[src/rtl/branch_resolve_pkg.sv]
// Shared pipeline definitions (pipe_defs) for the ID-stage branch resolution unit:
// branch op codes, forwarding selects, load marker, FSM states and target arithmetic.
package branch_resolve_pkg;

    typedef enum logic [2:0] {
        OP_NONE = 3'b000,
        OP_BEQ  = 3'b001,
        OP_BNE  = 3'b010,
        OP_BGEZ = 3'b011,
        OP_BGTZ = 3'b100,
        OP_BLEZ = 3'b101,
        OP_BLTZ = 3'b110,
        OP_RSVD = 3'b111
    } br_op_e;

    typedef enum logic [1:0] {
        FWD_RF  = 2'b00,
        FWD_EX  = 2'b01,
        FWD_MEM = 2'b10,
        FWD_WR  = 2'b11
    } fwd_sel_e;

    localparam logic [1:0] MEMTOREG_LOAD = 2'b01;

    typedef enum logic {
        ST_IDLE = 1'b0,
        ST_WAIT = 1'b1
    } br_state_e;

    function automatic logic is_branch(br_op_e op);
        return (op != OP_NONE) && (op != OP_RSVD);
    endfunction

    function automatic logic uses_b(br_op_e op);
        return (op == OP_BEQ) || (op == OP_BNE);
    endfunction

    // imm16 counts words, so the byte offset is the sign-extended value shifted by two.
    function automatic logic [31:0] branch_target(logic [31:0] pc4, logic [15:0] imm);
        return pc4 + {{14{imm[15]}}, imm, 2'b00};
    endfunction

endpackage

[src/rtl/branch_resolve_if.sv]
// ID-stage branch bus: decoded branch, operand sources and the stall/redirect response.
interface branch_resolve_if;

    logic        id_valid;
    logic [2:0]  id_br_op;
    logic [31:0] id_pc4;
    logic [15:0] id_imm16;
    logic [31:0] id_rs_data;
    logic [31:0] id_rt_data;
    logic [1:0]  fwd_a;
    logic [1:0]  fwd_b;
    logic [31:0] ex_result;
    logic [31:0] mem_result;
    logic [31:0] wr_result;
    logic [1:0]  ex_memtoreg;
    logic [1:0]  mem_memtoreg;
    logic        stall;
    logic        redirect_valid;
    logic [31:0] redirect_pc;
    logic        flush_ifid;

    modport master (
        output id_valid, id_br_op, id_pc4, id_imm16, id_rs_data, id_rt_data,
               fwd_a, fwd_b, ex_result, mem_result, wr_result,
               ex_memtoreg, mem_memtoreg,
        input  stall, redirect_valid, redirect_pc, flush_ifid
    );

    modport slave (
        input  id_valid, id_br_op, id_pc4, id_imm16, id_rs_data, id_rt_data,
               fwd_a, fwd_b, ex_result, mem_result, wr_result,
               ex_memtoreg, mem_memtoreg,
        output stall, redirect_valid, redirect_pc, flush_ifid
    );

endinterface

[src/rtl/branch_resolve_cmp.sv]
// branch_cmp: combinational branch condition evaluation; the zero-compare ops are signed on A.
module branch_cmp
    import branch_resolve_pkg::*;
(
    input  br_op_e      op,
    input  logic [31:0] a,
    input  logic [31:0] b,
    output logic        taken
);

    logic a_zero;
    logic a_neg;

    assign a_zero = (a == '0);
    assign a_neg  = a[31];

    always_comb begin
        taken = 1'b0;
        case (op)
            OP_BEQ:  taken = (a == b);
            OP_BNE:  taken = (a != b);
            OP_BGEZ: taken = !a_neg;
            OP_BGTZ: taken = !a_neg && !a_zero;
            OP_BLEZ: taken = a_neg || a_zero;
            OP_BLTZ: taken = a_neg;
            default: taken = 1'b0;
        endcase
    end

endmodule

[src/rtl/branch_resolve.sv]
// ID-stage branch resolution: operand forwarding mux, load-use stall FSM, registered redirect.
// Optional BRANCH_STATS_EN adds taken/not-taken/stall-cycle counters as extra outputs.
module branch_resolve
    import branch_resolve_pkg::*;
(
    input  logic               clk,
    input  logic               rst_n,
    branch_resolve_if.slave    bus
`ifdef BRANCH_STATS_EN
    ,
    output logic [31:0]        stat_taken,
    output logic [31:0]        stat_not_taken,
    output logic [31:0]        stat_stall_cycles
`endif
);

    function automatic logic [31:0] operand_mux(fwd_sel_e sel, logic [31:0] rf,
                                                logic [31:0] ex, logic [31:0] mem,
                                                logic [31:0] wr);
        case (sel)
            FWD_RF:  return rf;
            FWD_EX:  return ex;
            FWD_MEM: return mem;
            default: return wr;
        endcase
    endfunction

    function automatic logic [1:0] hazard_need(fwd_sel_e sel, logic [1:0] ex_mtr,
                                               logic [1:0] mem_mtr);
        if (sel == FWD_EX && ex_mtr == MEMTOREG_LOAD) begin
            return 2'd2;
        end else if (sel == FWD_MEM && mem_mtr == MEMTOREG_LOAD) begin
            return 2'd1;
        end
        return 2'd0;
    endfunction

    br_op_e      op;
    logic [31:0] op_a;
    logic [31:0] op_b;
    logic [1:0]  need_a;
    logic [1:0]  need_b;
    logic [1:0]  need;
    logic        br_present;
    logic        taken;
    logic        resolve;
    logic        stall_raw;

    br_state_e   state_q, state_d;
    logic [1:0]  cnt_q, cnt_d;
    logic        redirect_valid_q, redirect_valid_d;
    logic        flush_ifid_q, flush_ifid_d;
    logic [31:0] redirect_pc_q, redirect_pc_d;

    assign op   = br_op_e'(bus.id_br_op);
    assign op_a = operand_mux(fwd_sel_e'(bus.fwd_a), bus.id_rs_data, bus.ex_result,
                              bus.mem_result, bus.wr_result);
    assign op_b = operand_mux(fwd_sel_e'(bus.fwd_b), bus.id_rt_data, bus.ex_result,
                              bus.mem_result, bus.wr_result);

    assign need_a = hazard_need(fwd_sel_e'(bus.fwd_a), bus.ex_memtoreg, bus.mem_memtoreg);
    assign need_b = uses_b(op) ? hazard_need(fwd_sel_e'(bus.fwd_b), bus.ex_memtoreg,
                                             bus.mem_memtoreg)
                               : 2'd0;
    assign need   = (need_a > need_b) ? need_a : need_b;

    // A branch in the delay slot of a taken branch is ignored entirely.
    assign br_present = bus.id_valid && is_branch(op) && !redirect_valid_q;

    branch_cmp u_cmp (
        .op    (op),
        .a     (op_a),
        .b     (op_b),
        .taken (taken)
    );

    always_comb begin
        state_d   = state_q;
        cnt_d     = cnt_q;
        stall_raw = 1'b0;
        resolve   = 1'b0;
        case (state_q)
            ST_IDLE: begin
                if (br_present) begin
                    if (need != 2'd0) begin
                        stall_raw = 1'b1;
                        state_d   = ST_WAIT;
                        cnt_d     = need - 2'd1;
                    end else begin
                        resolve = 1'b1;
                    end
                end
            end
            ST_WAIT: begin
                if (!bus.id_valid) begin
                    state_d = ST_IDLE;
                    cnt_d   = '0;
                end else if (cnt_q != 2'd0) begin
                    stall_raw = 1'b1;
                    cnt_d     = cnt_q - 2'd1;
                end else begin
                    resolve = 1'b1;
                    state_d = ST_IDLE;
                end
            end
            default: begin
                state_d = ST_IDLE;
                cnt_d   = '0;
            end
        endcase
    end

    always_comb begin
        redirect_valid_d = resolve && taken;
        flush_ifid_d     = resolve && taken;
        redirect_pc_d    = redirect_pc_q;
        if (resolve && taken) begin
            redirect_pc_d = branch_target(bus.id_pc4, bus.id_imm16);
        end
    end

    always_ff @(posedge clk or negedge rst_n) begin
        if (!rst_n) begin
            state_q          <= ST_IDLE;
            cnt_q            <= '0;
            redirect_valid_q <= 1'b0;
            flush_ifid_q     <= 1'b0;
            redirect_pc_q    <= '0;
        end else begin
            state_q          <= state_d;
            cnt_q            <= cnt_d;
            redirect_valid_q <= redirect_valid_d;
            flush_ifid_q     <= flush_ifid_d;
            redirect_pc_q    <= redirect_pc_d;
        end
    end

    // Reset gates stall so an in-flight hazard releases the pipeline immediately.
    assign bus.stall          = stall_raw && rst_n;
    assign bus.redirect_valid = redirect_valid_q;
    assign bus.flush_ifid     = flush_ifid_q;
    assign bus.redirect_pc    = redirect_pc_q;

`ifdef BRANCH_STATS_EN
    logic [31:0] taken_cnt_q, taken_cnt_d;
    logic [31:0] not_taken_cnt_q, not_taken_cnt_d;
    logic [31:0] stall_cnt_q, stall_cnt_d;

    always_comb begin
        taken_cnt_d     = taken_cnt_q;
        not_taken_cnt_d = not_taken_cnt_q;
        stall_cnt_d     = stall_cnt_q;
        if (resolve && taken) begin
            taken_cnt_d = taken_cnt_q + 32'd1;
        end
        if (resolve && !taken) begin
            not_taken_cnt_d = not_taken_cnt_q + 32'd1;
        end
        if (stall_raw) begin
            stall_cnt_d = stall_cnt_q + 32'd1;
        end
    end

    always_ff @(posedge clk or negedge rst_n) begin
        if (!rst_n) begin
            taken_cnt_q     <= '0;
            not_taken_cnt_q <= '0;
            stall_cnt_q     <= '0;
        end else begin
            taken_cnt_q     <= taken_cnt_d;
            not_taken_cnt_q <= not_taken_cnt_d;
            stall_cnt_q     <= stall_cnt_d;
        end
    end

    assign stat_taken        = taken_cnt_q;
    assign stat_not_taken    = not_taken_cnt_q;
    assign stat_stall_cycles = stall_cnt_q;
`endif

endmodule

[src/flat_wrapper.sv]
// flat-port wrapper written by rule: the top's interface ports become plain ports
module branch_resolve_flat import branch_resolve_pkg::*;
  (clk, rst_n, bus_id_valid, bus_id_br_op, bus_id_pc4, bus_id_imm16, bus_id_rs_data, bus_id_rt_data, bus_fwd_a, bus_fwd_b, bus_ex_result, bus_mem_result, bus_wr_result, bus_ex_memtoreg, bus_mem_memtoreg, bus_stall, bus_redirect_valid, bus_redirect_pc, bus_flush_ifid);
  branch_resolve_if bus_i ();
  input  logic clk;
  input  logic rst_n;
  input wire logic [$bits(bus_i.id_valid)-1:0] bus_id_valid;
  input wire logic [$bits(bus_i.id_br_op)-1:0] bus_id_br_op;
  input wire logic [$bits(bus_i.id_pc4)-1:0] bus_id_pc4;
  input wire logic [$bits(bus_i.id_imm16)-1:0] bus_id_imm16;
  input wire logic [$bits(bus_i.id_rs_data)-1:0] bus_id_rs_data;
  input wire logic [$bits(bus_i.id_rt_data)-1:0] bus_id_rt_data;
  input wire logic [$bits(bus_i.fwd_a)-1:0] bus_fwd_a;
  input wire logic [$bits(bus_i.fwd_b)-1:0] bus_fwd_b;
  input wire logic [$bits(bus_i.ex_result)-1:0] bus_ex_result;
  input wire logic [$bits(bus_i.mem_result)-1:0] bus_mem_result;
  input wire logic [$bits(bus_i.wr_result)-1:0] bus_wr_result;
  input wire logic [$bits(bus_i.ex_memtoreg)-1:0] bus_ex_memtoreg;
  input wire logic [$bits(bus_i.mem_memtoreg)-1:0] bus_mem_memtoreg;
  output wire logic [$bits(bus_i.stall)-1:0] bus_stall;
  output wire logic [$bits(bus_i.redirect_valid)-1:0] bus_redirect_valid;
  output wire logic [$bits(bus_i.redirect_pc)-1:0] bus_redirect_pc;
  output wire logic [$bits(bus_i.flush_ifid)-1:0] bus_flush_ifid;
  assign bus_i.id_valid = bus_id_valid;
  assign bus_i.id_br_op = bus_id_br_op;
  assign bus_i.id_pc4 = bus_id_pc4;
  assign bus_i.id_imm16 = bus_id_imm16;
  assign bus_i.id_rs_data = bus_id_rs_data;
  assign bus_i.id_rt_data = bus_id_rt_data;
  assign bus_i.fwd_a = bus_fwd_a;
  assign bus_i.fwd_b = bus_fwd_b;
  assign bus_i.ex_result = bus_ex_result;
  assign bus_i.mem_result = bus_mem_result;
  assign bus_i.wr_result = bus_wr_result;
  assign bus_i.ex_memtoreg = bus_ex_memtoreg;
  assign bus_i.mem_memtoreg = bus_mem_memtoreg;
  assign bus_stall = bus_i.stall;
  assign bus_redirect_valid = bus_i.redirect_valid;
  assign bus_redirect_pc = bus_i.redirect_pc;
  assign bus_flush_ifid = bus_i.flush_ifid;
  branch_resolve u_core (.clk(clk), .rst_n(rst_n), .bus(bus_i));
endmodule
[config.mk]
export PLATFORM = sky130hd
export DESIGN_NAME = branch_resolve_flat
export DESIGN_NICKNAME = d
export VERILOG_FILES = /design/src/rtl/branch_resolve_pkg.sv /design/src/rtl/branch_resolve_if.sv /design/src/rtl/branch_resolve_cmp.sv /design/src/rtl/branch_resolve.sv /design/src/flat_wrapper.sv
export SDC_FILE = /design/constraint.sdc
export NUM_CORES = 1
export LEC_CHECK = 0
export BUFFER_PORTS_ARGS = -buffer_cell sky130_fd_sc_hd__buf_2
export CAP_MARGIN = 20
export CORE_AREA = 4 4 130 157
export CTS_CLUSTER_SIZE = 16
export DETAILED_ROUTE_END_ITERATION = 10
export DIE_AREA = 0 0 134 161
export PLACE_DENSITY = 0.62
export SLEW_MARGIN = 5
export SYNTH_ARGS = -nofsm -noshare
export SYNTH_HDL_FRONTEND = slang
export SYNTH_HIERARCHICAL = 1
export SYNTH_SLANG_ARGS = --single-unit
[constraint.sdc]
create_clock -name clk -period 2.57 [get_ports clk]
set_clock_uncertainty 0.2 [all_clocks]
set_input_delay 0.257 -clock clk [delete_from_list [all_inputs] [get_ports clk]]
set_output_delay 0.257 -clock clk [all_outputs]
set_load 0.01 [all_outputs]
* After elaboration in Yosys (flattened, before gate mapping)
Cells that the tools add are included.
** Storage, ports and cells
- Register bits after elaboration :: 36
- Input port bits :: 222
- Output and inout port bits :: 35
- Logic and storage cells :: 79
** Operators by class
- Add/sub/neg operators :: 3
- $lt $le $gt $ge :: 1
- Equality and inequality tests :: 18
- Mux-type cells :: 30
- Bitwise logic cells :: 1
- Reduce and logical (&&, ||, !) cells :: 22
** Operators with widths (number)
- one-hot mux 32 bit (3 select lines) :: 2
- adder 32 bit :: 1
- equality test 32 bit :: 1
- logical NOT 32 bit :: 1
- != test 32 bit :: 1
- two-way mux 2 bit :: 12
- two-way mux 1 bit :: 12
- logical AND 1 bit :: 10
- equality test 3 bit, second input constant :: 3
- equality test 2 x 1 -> 1 bit, second input constant :: 4
- equality test 3 x 2 -> 1 bit, second input constant :: 2
- != test 3 bit, second input constant :: 2
- one-hot mux 1 bit (6 select lines) :: 1
- equality test 2 bit, second input constant :: 2
- logical NOT 2 bit :: 2
- != test 2 x 1 -> 1 bit, second input constant :: 2
- one-hot mux 1 bit (2 select lines) :: 2
- one-hot mux 2 bit (2 select lines) :: 1
- nonzero test 2 bit :: 2
- subtractor 2 x 1 -> 2 bit, second input constant :: 2
- equality test 3 x 1 -> 1 bit, second input constant :: 1
- logical NOT 1 bit :: 3
- AND reduction 3 bit :: 1
- nonzero test 3 bit :: 1
- other kinds (3) :: 4

* Depth between registers and ports, before layout
Gate-level depths: netlist (run 1).
- Depth in word-level cells :: 13
- Depth in mapped cells :: 16
- Mapped depth without buffers :: 15

* Hierarchy
Netlist (run 1), hierarchy kept.
** By module, submodules not included
- branch_resolve :: instances 1, cells each 473, area an instance 4903.5 um^2, seq. area each 900.9 um^2
- branch_cmp :: instances 1, cells each 63, area an instance 496.7 um^2, seq. area each 0.0 um^2

* Least setup slack after synthesis (run 1)
Ideal clock, no wire load.
- Path kind :: input port to flip-flop
- Start :: input port bus_fwd_a[0]
- End :: register u_core.redirect_pc_q[27] (netlist: u_core/bus.redirect_pc[27])
- Library setup time :: 0.080 ns
- Arrival time :: 3.384 ns
- Required time :: 2.290 ns
- Slack :: -1.094 ns
- Stages :: 12
- Path buffers :: 3
- Cell sequence :: clkbuf_1 > buf_2 > mux4_2 > nor4_2 > nand4_1 > or4_1 > a32oi_1 > and3_1 > a21bo_2 > buf_6 > a2111o_1 > o211ai_2
** On the way
- Elaborated cells between the ends (all ways) :: 25
- Those cells by class :: 1 x order compare; 4 x eq/ne; 10 x mux; 10 x reduce/logical
** RTL lines
- start, declared :: RTL line flat_wrapper.sv:13 : input wire logic [$bits(bus_i.fwd_a)-1:0] bus_fwd_a;
- equality test 2 bit, or another cell as far along :: RTL line branch_resolve.sv:20 : case (sel)
- one-hot mux 32 bit (3 select lines) (*) :: RTL line branch_resolve.sv:20
- net u_core.op_a[16] :: RTL line branch_resolve.sv:39 : logic [31:0] op_a;
- logical NOT 32 bit :: RTL line branch_resolve_cmp.sv:14 : assign a_zero = (a == '0);
- logical NOT 1 bit :: RTL line branch_resolve_cmp.sv:23 : OP_BGTZ: taken = !a_neg && !a_zero;
- logical AND 1 bit :: RTL line branch_resolve_cmp.sv:23
- one-hot mux 1 bit (6 select lines) (*) :: RTL line branch_resolve_cmp.sv:19 : case (op)
- net u_core.taken :: RTL line branch_resolve.sv:45 : logic taken;
- logical AND 1 bit (*) :: RTL line branch_resolve.sv:117 : if (resolve && taken) begin
- end signal, assigned :: RTL line branch_resolve.sv:134 : redirect_pc_q <= redirect_pc_d;
- end, declared :: RTL line branch_resolve.sv:53 : logic [31:0] redirect_pc_q, redirect_pc_d;
Mark *: on every way through the listed nets, which the timed path passes. The rest lies on a longest branch.
A chain may end at the register's enable or synchronous reset.

* Final worst setup path (run 1)
- Start :: input port bus_fwd_a[0]
- End :: register u_core.redirect_pc_q[28] (netlist: u_core/bus.redirect_pc[28])
Same word-level chain as after synthesis.

==> impl_metrics.tcl, run 1 <==
set metrics [dict create \
    drt_pass1_iterations 4 \
    syn2layout_area_growth_pct 54.24 \
    cts_tree "yes" \
    final_max_slew_viol_count 0 \
    grt_first_pass_wirelength_um 30820 \
    ys_async_sr_fraction 1.000 \
    rsz0062_at_grt "true" \
    holdPathStages 3 \
    drt_drc_violations_left 0 \
    hp-start "bus_id_valid" \
    power_frac_comb 0.562 \
    cts-root-buf "clkbuf_16" \
    die_w_um 134 \
    final_layout_size_suffix_gt1_frac 0.5734 \
    worstReg2RegEnd "u_core/bus.redirect_pc[28]$_DFFE_PN0P_" \
    drtAntennaViolNets 0 \
    synth_nets 793 \
    via_per_inst 5.167 \
    synth-main-ff-cell "dfrtp_1" \
    avgSynthCellArea_sq_um 10.07 \
    slowest_delay_ps 550 \
    setup_tns_ps -20810 \
    timing.rr.start "u_core/state_q$_DFF_PN0_" \
    switching_share 0.3899 \
    fin_crit_sh 1.287 \
    finalWorstSetupSlack_ps -736.4 \
    internal_power_uw 2331 \
    slowest_stage "mux4_2" \
    final_cell_area_sq_um 8329 \
    final_cell_mix "buf_2, buf_4, mux4_2, nand2_1, xor2_1" \
    synth_top_family_by_area "multiplexers" \
    cp.required_ps 2520 \
    placed_area_sq_um 7491 \
    port-buffer-count 256 \
    layout_min_cycle_time_ps 3306 \
    netlist_area_sq_um 5400 \
    max_cap_violations 0 \
    path_class "in2reg" \
    power_uw 3821 \
    place.gp.congestion 0.8814 \
    worstMarginPinSlew_ps 495.3 \
    critPathCaptureType "register" \
    r2r_setup_slack_ps 530 \
    cts.path.max_buffers 2 \
    hold_viol 0 \
    status "finished, violations left" \
    clock_sinks 36 \
    power.share.clock 0.180 \
    ioPinCount 257 \
    peakVddDrop_v 0.0003156 \
    final_nets 1128 \
    critPathLaunchType "input pin" \
    clk_latency_ps 270 \
    holdCritPathClass "in2reg" \
    track_usage 0.1784 \
    grt-ovfl-total 0 \
    reg2reg_depth 7 \
    violations "negative setup slack" \
    die_height_um 161 \
    hold_ws_ps 57.62 \
    relSlewSlack 0.6698 \
    grt_pass1_vias 6032 \
    rows 55 \
    synth_compound_area_frac 0.1930 \
    cts.htree.levels 2 \
    dieArea_sq_um 21570 \
    place_inst 1091 \
    p_seq_frac 0.258 \
    synth_xor_area_frac 0.09082 \
    synth_cell_types 78 \
    worstHoldEndpoint "u_core/cnt_q[0]$_DFFE_PN0P_" \
    cts_made_buffers 5 \
    antenna_found_initial 1 \
    wire_per_inst_um 18.06 \
    core_sq_um 18790 \
    cp.arrival_ps 3260 \
    routed_wl_um 20390 \
    drt_iter0_drc 211 \
    ys_ff_latch 36 \
    nFillCells 1788 \
    route.vias.total 5834 \
    ys_warn_count 6 \
    p_per_area_nw_per_um2 458.7 \
    worstPathCellList "buf_12 > buf_16 > mux4_2 > xor2_2 > nor4_4 > buf_4 > nand4_1 > or4_1 > and3_1 > a21bo_4 > inv_4 > buf_6 > a311oi_1 > o21ai_1" \
    setup_viol 35 \
    synth_cells 536 \
    instances_no_fill 1129 \
    yosysSeqAreaShare 0.1668 \
    synthAdderAreaFrac 0.08248 \
    cp_max_fo 7 \
    initial_utilization 0.2874 \
    fmax_mhz 302.4 \
    p_leak_uw 0.003837 \
    clk_pin_slew_worst_paths_ps 60 \
    grt_max_degree 37 \
    dp_hpwl_um 16870 \
    synthSimpleGateAreaFrac 0.1483 \
    synth_edf_count 0 \
    final_common_cell "buf_2" \
    p_switching_uw 1490 \
    synth.area.mux_share 0.2727 \
]
[state kept, by name, summed over array words and instances (netlist names)]
| signal | count |
|---|---|
| u_core/bus.flush_ifid | 1 |
| u_core/bus.redirect_pc | 32 |
| u_core/cnt_q | 2 |
| u_core/state_q | 1 |
[worst max-delay path: cells and delay by family]
family / cells / cell delay [ps]
simple gates: 4 / 1080
compound gates: 3 / 590
xor+xnor: 1 / 180
mux: 1 / 550
buf+inv: 5 / 600
[power groups by stage]
stage | logic (uW) | registers (uW) | clock network (uW)
3_5_place_dp | 1960 | 989 | 0
2_1_floorplan | 1060 | 1060 | 0
3_3_place_gp | 1940 | 980 | 0
6_report | 2150 | 987 | 687
5_1_grt | 2330 | 1020 | 730
4_1_cts | 2060 | 981 | 702
[area by class of cell]
| class | count | area [sq um] | area share |
|---|---|---|---|
| Antenna cell | 1 | 2.502 | 0.0003004 |
| Tap cell | 256 | 320.3 | 0.03846 |
| Timing Repair Buffer | 357 | 2367 | 0.2842 |
| Clock inverter | 2 | 35.03 | 0.004206 |
| Multi-Input combinational cell | 449 | 4489 | 0.5390 |
| Inverter | 22 | 85.08 | 0.01021 |
| Sequential cell | 36 | 900.9 | 0.1082 |
| Clock buffer | 6 | 128.9 | 0.01547 |
[worst max path at each step]
stage / slack (ps) / to / start
finish: -740 / u_core/bus.redirect_pc[28]$_DFFE_PN0P_ / bus_fwd_a[0]
global route: -830 / u_core/bus.redirect_pc[28]$_DFFE_PN0P_ / bus_fwd_a[0]
CTS: -720 / u_core/bus.redirect_pc[28]$_DFFE_PN0P_ / bus_fwd_a[0]
detailed placement: -1230 / u_core/bus.redirect_pc[28]$_DFFE_PN0P_ / bus_fwd_a[0]
global placement: -1190 / u_core/bus.redirect_pc[28]$_DFFE_PN0P_ / bus_fwd_a[0]
floorplan: -650 / u_core/bus.redirect_pc[28]$_DFFE_PN0P_ / bus_fwd_a[0]
[per-stage QoR]
stage                     utilization  setup WS (ps)
after floorplan                     -         -651.7
after CTS                      0.4279         -723.9
final                          0.4434         -736.4
after detailed placement       0.3987          -1229
after global placement         0.3987          -1194
after global routing           0.4434         -833.8
[cells by family after synthesis]
logic type,count (synthesis)
fa+ha+maj,35
flops,36
mux,67
simple gates,145
xor+xnor,56
buf+inv,51
compound gates,146
[synthesized netlist by cell type (all sizes together) (4+ instances only)]
master  count  area, sq um
a211oi      6        60.06
a21o       17        128.9
a21oi      34        204.0
a31oi       8        50.05
and2        5        36.29
and3        6        38.79
buf        16        108.9
clkbuf     12        45.04
dfrtp      36        900.9
ha         34        425.4
inv        22        82.58
mux4       64         1441
nand2      56        212.7
nand3      11        55.05
nand4      10        62.56
nor2       14        52.55
nor2b       4        25.02
nor3        5        40.04
nor4       18        152.7
o21ai      44        235.2
o31ai       5        56.30
xnor2      14        122.6
xor2       42        367.9
[repair_timing]
item	in CTS	in global routing
setup buffers	12	10
setup endpoints to repair	36	36
pin swaps	10	5
resized for setup	37	35
hold buffers	3	0
cloned	4	1
hold endpoints to repair	38	0
[routing by layer]
layer  GRT usage  wire, um
met2      0.3554     11220
met4     0.05519       637
met3     0.03240      1430
met1      0.1860      7102
met5           0         0
(Power assumes the default switching activity.)
==> run 2, diff against run 1 <==
Settings changed: PLACE_DENSITY 0.62 to 0.6.
Clock period 2.57 ns to 3.5 ns, I/O delays scaled along.
==> impl_metrics.tcl, run 2 (synthesis results as in run 1) <==
set metrics [dict create \
    drt_iter0_drc 262 \
    cts.htree.levels 2 \
    port-buffer-count 256 \
    fmax_mhz 294.0 \
    drtAntennaViolNets 0 \
    cp_common_cell "buf_4" \
    worstPathCellList "buf_6 > buf_12 > mux4_2 > buf_4 > nor4_1 > nand4_1 > or4_1 > a32oi_1 > and3_1 > a21bo_4 > buf_4 > a2111o_1 > o211ai_2" \
    crit_start "bus_fwd_a[0]" \
    final_cell_area_sq_um 7731 \
    via_per_inst 5.146 \
    dp_hpwl_um 16970 \
    clk_pin_slew_worst_paths_ps 60 \
    cp.arrival_ps 3410 \
    setup_viol 0 \
    setup_tns_ps 0 \
    hold_viol 0 \
    slowest_stage "mux4_2" \
    final_layout_size_suffix_gt1_frac 0.5308 \
    fin_crit_sh 0.9719 \
    rows 55 \
    cp.required_ps 3500 \
    cts_tree "yes" \
    critPathLaunchType "input pin" \
    grt_first_pass_wirelength_um 30740 \
    p_per_area_nw_per_um2 337.0 \
    routed_wl_um 20240 \
    met1_usage 0.2079 \
    multi_input_area_sq_um 4314 \
    relSlewSlack 0.6225 \
    register_area_sq_um 900.9 \
    slowest_delay_ps 510 \
    timing.rr.start "u_core/state_q$_DFF_PN0_" \
    ioPinCount 257 \
    cts.path.max_buffers 2 \
    final_common_cell "buf_2" \
    peakVddDrop_v 0.0002045 \
    critPathCaptureType "register" \
    final_max_slew_viol_count 0 \
    p_leak_uw 0.003584 \
    clk_latency_ps 280 \
    dieArea_sq_um 21570 \
    status "complete, no violations" \
    instances_no_fill 1103 \
    hp-start "bus_id_pc4[0]" \
    wire_per_inst_um 18.35 \
    path_class "in2reg" \
    use_met3 0.03053 \
    drt_drc_violations_left 0 \
    busiest_layer "met2" \
    placed_area_sq_um 7325 \
    grt_max_degree 38 \
    worstMarginPinSlew_ps 562.0 \
    largest_reg_flops 32 \
    clock_sinks 36 \
    layout_min_cycle_time_ps 3402 \
    core_sq_um 18790 \
    die_w_um 134 \
    drt_pass1_iterations 4 \
    syn2layout_area_growth_pct 43.16 \
    grt_pass1_vias 5821 \
    track_usage 0.1765 \
    cts_made_buffers 5 \
    die_height_um 161 \
    holdCritPathClass "in2reg" \
    place_inst 1074 \
    nFillCells 1899 \
    max_cap_violations 0 \
    antenna_found_initial 3 \
    rsz0062_at_grt "false" \
    route.vias.total 5676 \
    final_nets 1100 \
    final_cell_mix "buf_2, mux4_2, buf_4, nand2_1, xor2_1" \
    place.gp.congestion 0.9096 \
    cp_max_fo 8 \
    use_met2 0.3214 \
    grt-ovfl-total 0 \
    initial_utilization 0.2874 \
    cts-root-buf "clkbuf_16" \
]
run 2: changes by cell type in the layout (fill, tap and decap cells not counted), sizes merged:
cell	change
dlygate4sd3	-2
clkinv	+1
diode	+2
buf	-26
bufinv	-1
run 2: worst max-delay path, delay by kind of cell:
family / cells / cell delay [ps]
simple gates: 4 / 1040
mux: 1 / 510
compound gates: 4 / 880
buf+inv: 4 / 610
run 2: where the power goes:
group	leakage, uW	internal, uW	switching [uW]	total, uW
combinational	0.00306	693	752	1440
sequential	0.000446	596	105	702
clock	0.0000766	281	178	459
total	0.00358	1570	1040	2610
run 2: path summary, 6_finish.rpt:
check,endpoint,slack [ps],cells past startpoint
hold reg to reg,u_core/bus.redirect_pc[5]$_DFFE_PN0P_,270,2
max in group asynchronous,u_core/bus.redirect_pc[20]$_DFFE_PN0P_,2290,3
min in group asynchronous,u_core/bus.redirect_pc[13]$_DFFE_PN0P_,450,3
setup reg to reg,u_core/bus.redirect_pc[27]$_DFFE_PN0P_,1470,7
setup / recovery,u_core/bus.redirect_pc[27]$_DFFE_PN0P_,100,13
hold / removal,u_core/bus.redirect_pc[0]$_DFFE_PN0P_,60,3
run 2: layout make-up:
type | instances | share of cell area
multi-input combinational | 449 | 0.5580
timing repair buffer | 329 | 0.2528
sequential | 36 | 0.1165
tap | 256 | 0.04143
clock buffer | 6 | 0.01796
inverter | 22 | 0.01101
clock inverter | 2 | 0.001295
antenna | 3 | 0.0009710
run 2: what timing repair did:
action | 4_1_cts | 5_1_grt
buffers inserted | 0 | 16
pin swaps | 0 | 8
gates resized for setup | 4 | 16
cloned | 0 | 1
hold buffers | 1 | 0
endpoints found under the hold margin | 36 | 0
endpoints found under the setup margin | 18 | 32
run 2: per-layer routing:
metal / part of all wire / vias up
li1: - / 2730
met1: 0.38 / 2690
met2: 0.51 / 217
met3: 0.070 / 39
met4: 0.032 / 0
met5: 0 / -
run 2: metrics by stage:
stage,power [uW],hold slack [ps],setup WS (ps),utilization
after global placement,2097,235.7,-292.5,0.3899
after floorplan,1520,-145.6,23.09,-
after global routing,2802,83.15,0.2991,0.4115
after CTS,2594,57.06,-15.01,0.3995
final,2605,62.19,98.37,0.4115
after detailed placement,2114,236.5,-328.8,0.3899
==> run 3, diff against run 2 <==
Settings changed: CORE_AREA 4 4 130 157 to 4 4 117 175, DIE_AREA 0 0 134 161 to 0 0 121 179.
==> impl_metrics.tcl, run 3 (synthesis results as in run 1) <==
set metrics [dict create \
    relSlewSlack 0.5548 \
    clock_sinks 36 \
    setup_viol 14 \
    status "finished, violations left" \
    antenna_found_initial 5 \
    p_switching_uw 1105 \
    critPathCaptureType "register" \
    dp_hpwl_um 17330 \
    hold_viol 0 \
    slowest_delay_ps 510 \
    pre_cts_ws_ps -448.5 \
    clk_pin_slew_worst_paths_ps 60 \
    largest_reg_flops 32 \
    grt_first_pass_wirelength_um 30470 \
    nFillCells 1860 \
    switching_share 0.3966 \
    routed_wl_um 21250 \
    final_max_slew_viol_count 0 \
    final_cell_mix "buf_2, mux4_2, buf_4, nand2_1, xor2_1" \
    holdPathStages 3 \
    route.vias.total 5842 \
    worstHoldEndpoint "u_core/bus.redirect_pc[0]$_DFFE_PN0P_" \
    drt_iter0_drc 276 \
    worstReg2RegEnd "u_core/bus.redirect_pc[21]$_DFFE_PN0P_" \
    drtAntennaViolNets 0 \
    instances_no_fill 1114 \
    die_w_um 121 \
    fmax_mhz 280.1 \
    max_cap_violations 0 \
    drt_pass1_iterations 4 \
    hold_ws_ps 56.67 \
    place.gp.congestion 0.9234 \
    hp-start "bus_id_pc4[0]" \
    finalWorstSetupSlack_ps -70.77 \
    worstPathCellList "buf_12 > buf_16 > buf_8 > buf_12 > mux4_2 > buf_4 > xor2_1 > nor4_2 > nand4_1 > or4_1 > and3_1 > a21bo_4 > buf_12 > buf_4 > nor2_1 > o21ai_0 > o311ai_0" \
    grt-ovfl-total 0 \
    cp.arrival_ps 3520 \
    cp.required_ps 3450 \
    dieArea_sq_um 21660 \
    reg2reg_depth 9 \
    rsz0062_at_grt "true" \
    path_class "in2reg" \
    cts_made_buffers 5 \
    final_common_cell "buf_2" \
    track_usage 0.1805 \
    cts.path.max_buffers 2 \
    initial_utilization 0.2841 \
    grt_max_degree 37 \
    timing.rr.start "u_core/state_q$_DFF_PN0_" \
    final_layout_size_suffix_gt1_frac 0.5509 \
    r2r_setup_slack_ps 1390 \
    die_height_um 179 \
    clk_latency_ps 280 \
    grt_pass1_vias 5943 \
    power_frac_comb 0.555 \
    final_nets 1111 \
    via_per_inst 5.244 \
    cts-root-buf "clkbuf_16" \
    p_per_area_nw_per_um2 345.3 \
    power_uw 2785 \
    p_leak_uw 0.003725 \
    critPathLaunchType "input pin" \
    drt_drc_violations_left 0 \
    ioPinCount 257 \
    holdCritPathClass "in2reg" \
    cts.htree.levels 2 \
    slowest_stage "mux4_2" \
    peakVddDrop_v 0.0002403 \
    p_seq_frac 0.255 \
    cts_tree "yes" \
    fin_crit_sh 1.020 \
    cp_common_cell "buf_12" \
    wire_per_inst_um 19.07 \
    syn2layout_area_growth_pct 49.37 \
    port-buffer-count 256 \
    layout_min_cycle_time_ps 3571 \
    cp_top_family "simple AND/OR/NAND/NOR gates" \
    place_inst 1077 \
    internal_power_uw 1681 \
    violations "negative setup slack" \
    power.share.clock 0.190 \
    cp_max_fo 5 \
    rows 62 \
    core_sq_um 19010 \
    critPathBufInv 7 \
    worstMarginPinSlew_ps 662.7 \
]
[run 3: cell types whose count changed in the layout (fill, tap and decap cells not counted), moves of 2 or more]
cell	change
o21ai_2	+2
nor4_1	-3
buf_4	+2
clkbuf_16	+2
nor4_4	+3
o21ai_0	-8
buf_12	+4
o21ai_1	+6
buf_16	+2
[run 3: worst max-delay path by stage]
stage / startpoint / to / slack [ps] / depth (start not counted)
floorplan: bus_fwd_a[0] / u_core/bus.redirect_pc[27]$_DFFE_PN0P_ / 20 / 12
global placement: bus_fwd_a[0] / u_core/bus.redirect_pc[28]$_DFFE_PN0P_ / -370 / 14
detailed placement: bus_fwd_a[0] / u_core/bus.redirect_pc[28]$_DFFE_PN0P_ / -450 / 13
CTS: bus_fwd_a[0] / u_core/bus.redirect_pc[28]$_DFFE_PN0P_ / 0.9 / 15
global route: bus_fwd_a[0] / u_core/bus.redirect_pc[21]$_DFFE_PN0P_ / -160 / 17
finish: bus_fwd_a[0] / u_core/bus.redirect_pc[21]$_DFFE_PN0P_ / -70 / 17
[run 3: power groups by stage]
stage	Combinational (uW)	Clock, uW	Sequential (uW)
CTS	1470	541	711
global placement	1410	0	715
finish	1550	530	710
global route	1670	562	731
floorplan	745	0	775
detailed placement	1430	0	714
[run 3: layer usage]
layer | wire (um) | vias to the layer above | share of wire | track usage
met1 | 7381 | 2746 | 0.35 | 0.1856
met2 | 11100 | 283 | 0.52 | 0.3347
met3 | 1651 | 61 | 0.078 | 0.03914
li1 | - | 2748 | - | -
met4 | 1083 | 4 | 0.051 | 0.1011
met5 | 34 | - | 0.0016 | 0
[run 3: area by class of cell]
class                           instances  area (sq um)  share of cell area
Clock buffer                            5         125.1             0.01551
Antenna cell                            3         7.507           0.0009307
Multi-Input combinational cell        449          4418              0.5477
Clock inverter                          3         42.54            0.005274
Inverter                               22         82.58             0.01024
Sequential cell                        36         900.9              0.1117
Timing Repair Buffer                  340          2170              0.2690
Tap cell                              256         320.3             0.03971
[run 3: what timing repair did]
action                     CTS  global route
buffers inserted             9            10
hold buffers                 1             0
gates resized for setup     13            32
pin swaps                   11            15
hold endpoints to repair    36             0
gates cloned                 2             4
setup endpoints to repair   22            29
[run 3: worst reg2reg max path, stage by stage (launching register included)]
cell and delay, ps:
dfrtp_1 450, nor2_1 130, nand4_1 110, or2_1 230
a21bo_4 240, buf_12 140, buf_4 170, buf_12 150
nand2_1 50, o311ai_0 100
[run 3: stage by stage]
step | util | TNS [ps] | area [sq um]
after floorplan | - | 0 | 5445
after global placement | 0.3879 | -9724 | 7372
after detailed placement | 0.3879 | -9138 | 7372
after CTS | 0.4071 | 0 | 7737
after global routing | 0.4244 | -1967 | 8066
final | 0.4244 | -420.9 | 8066
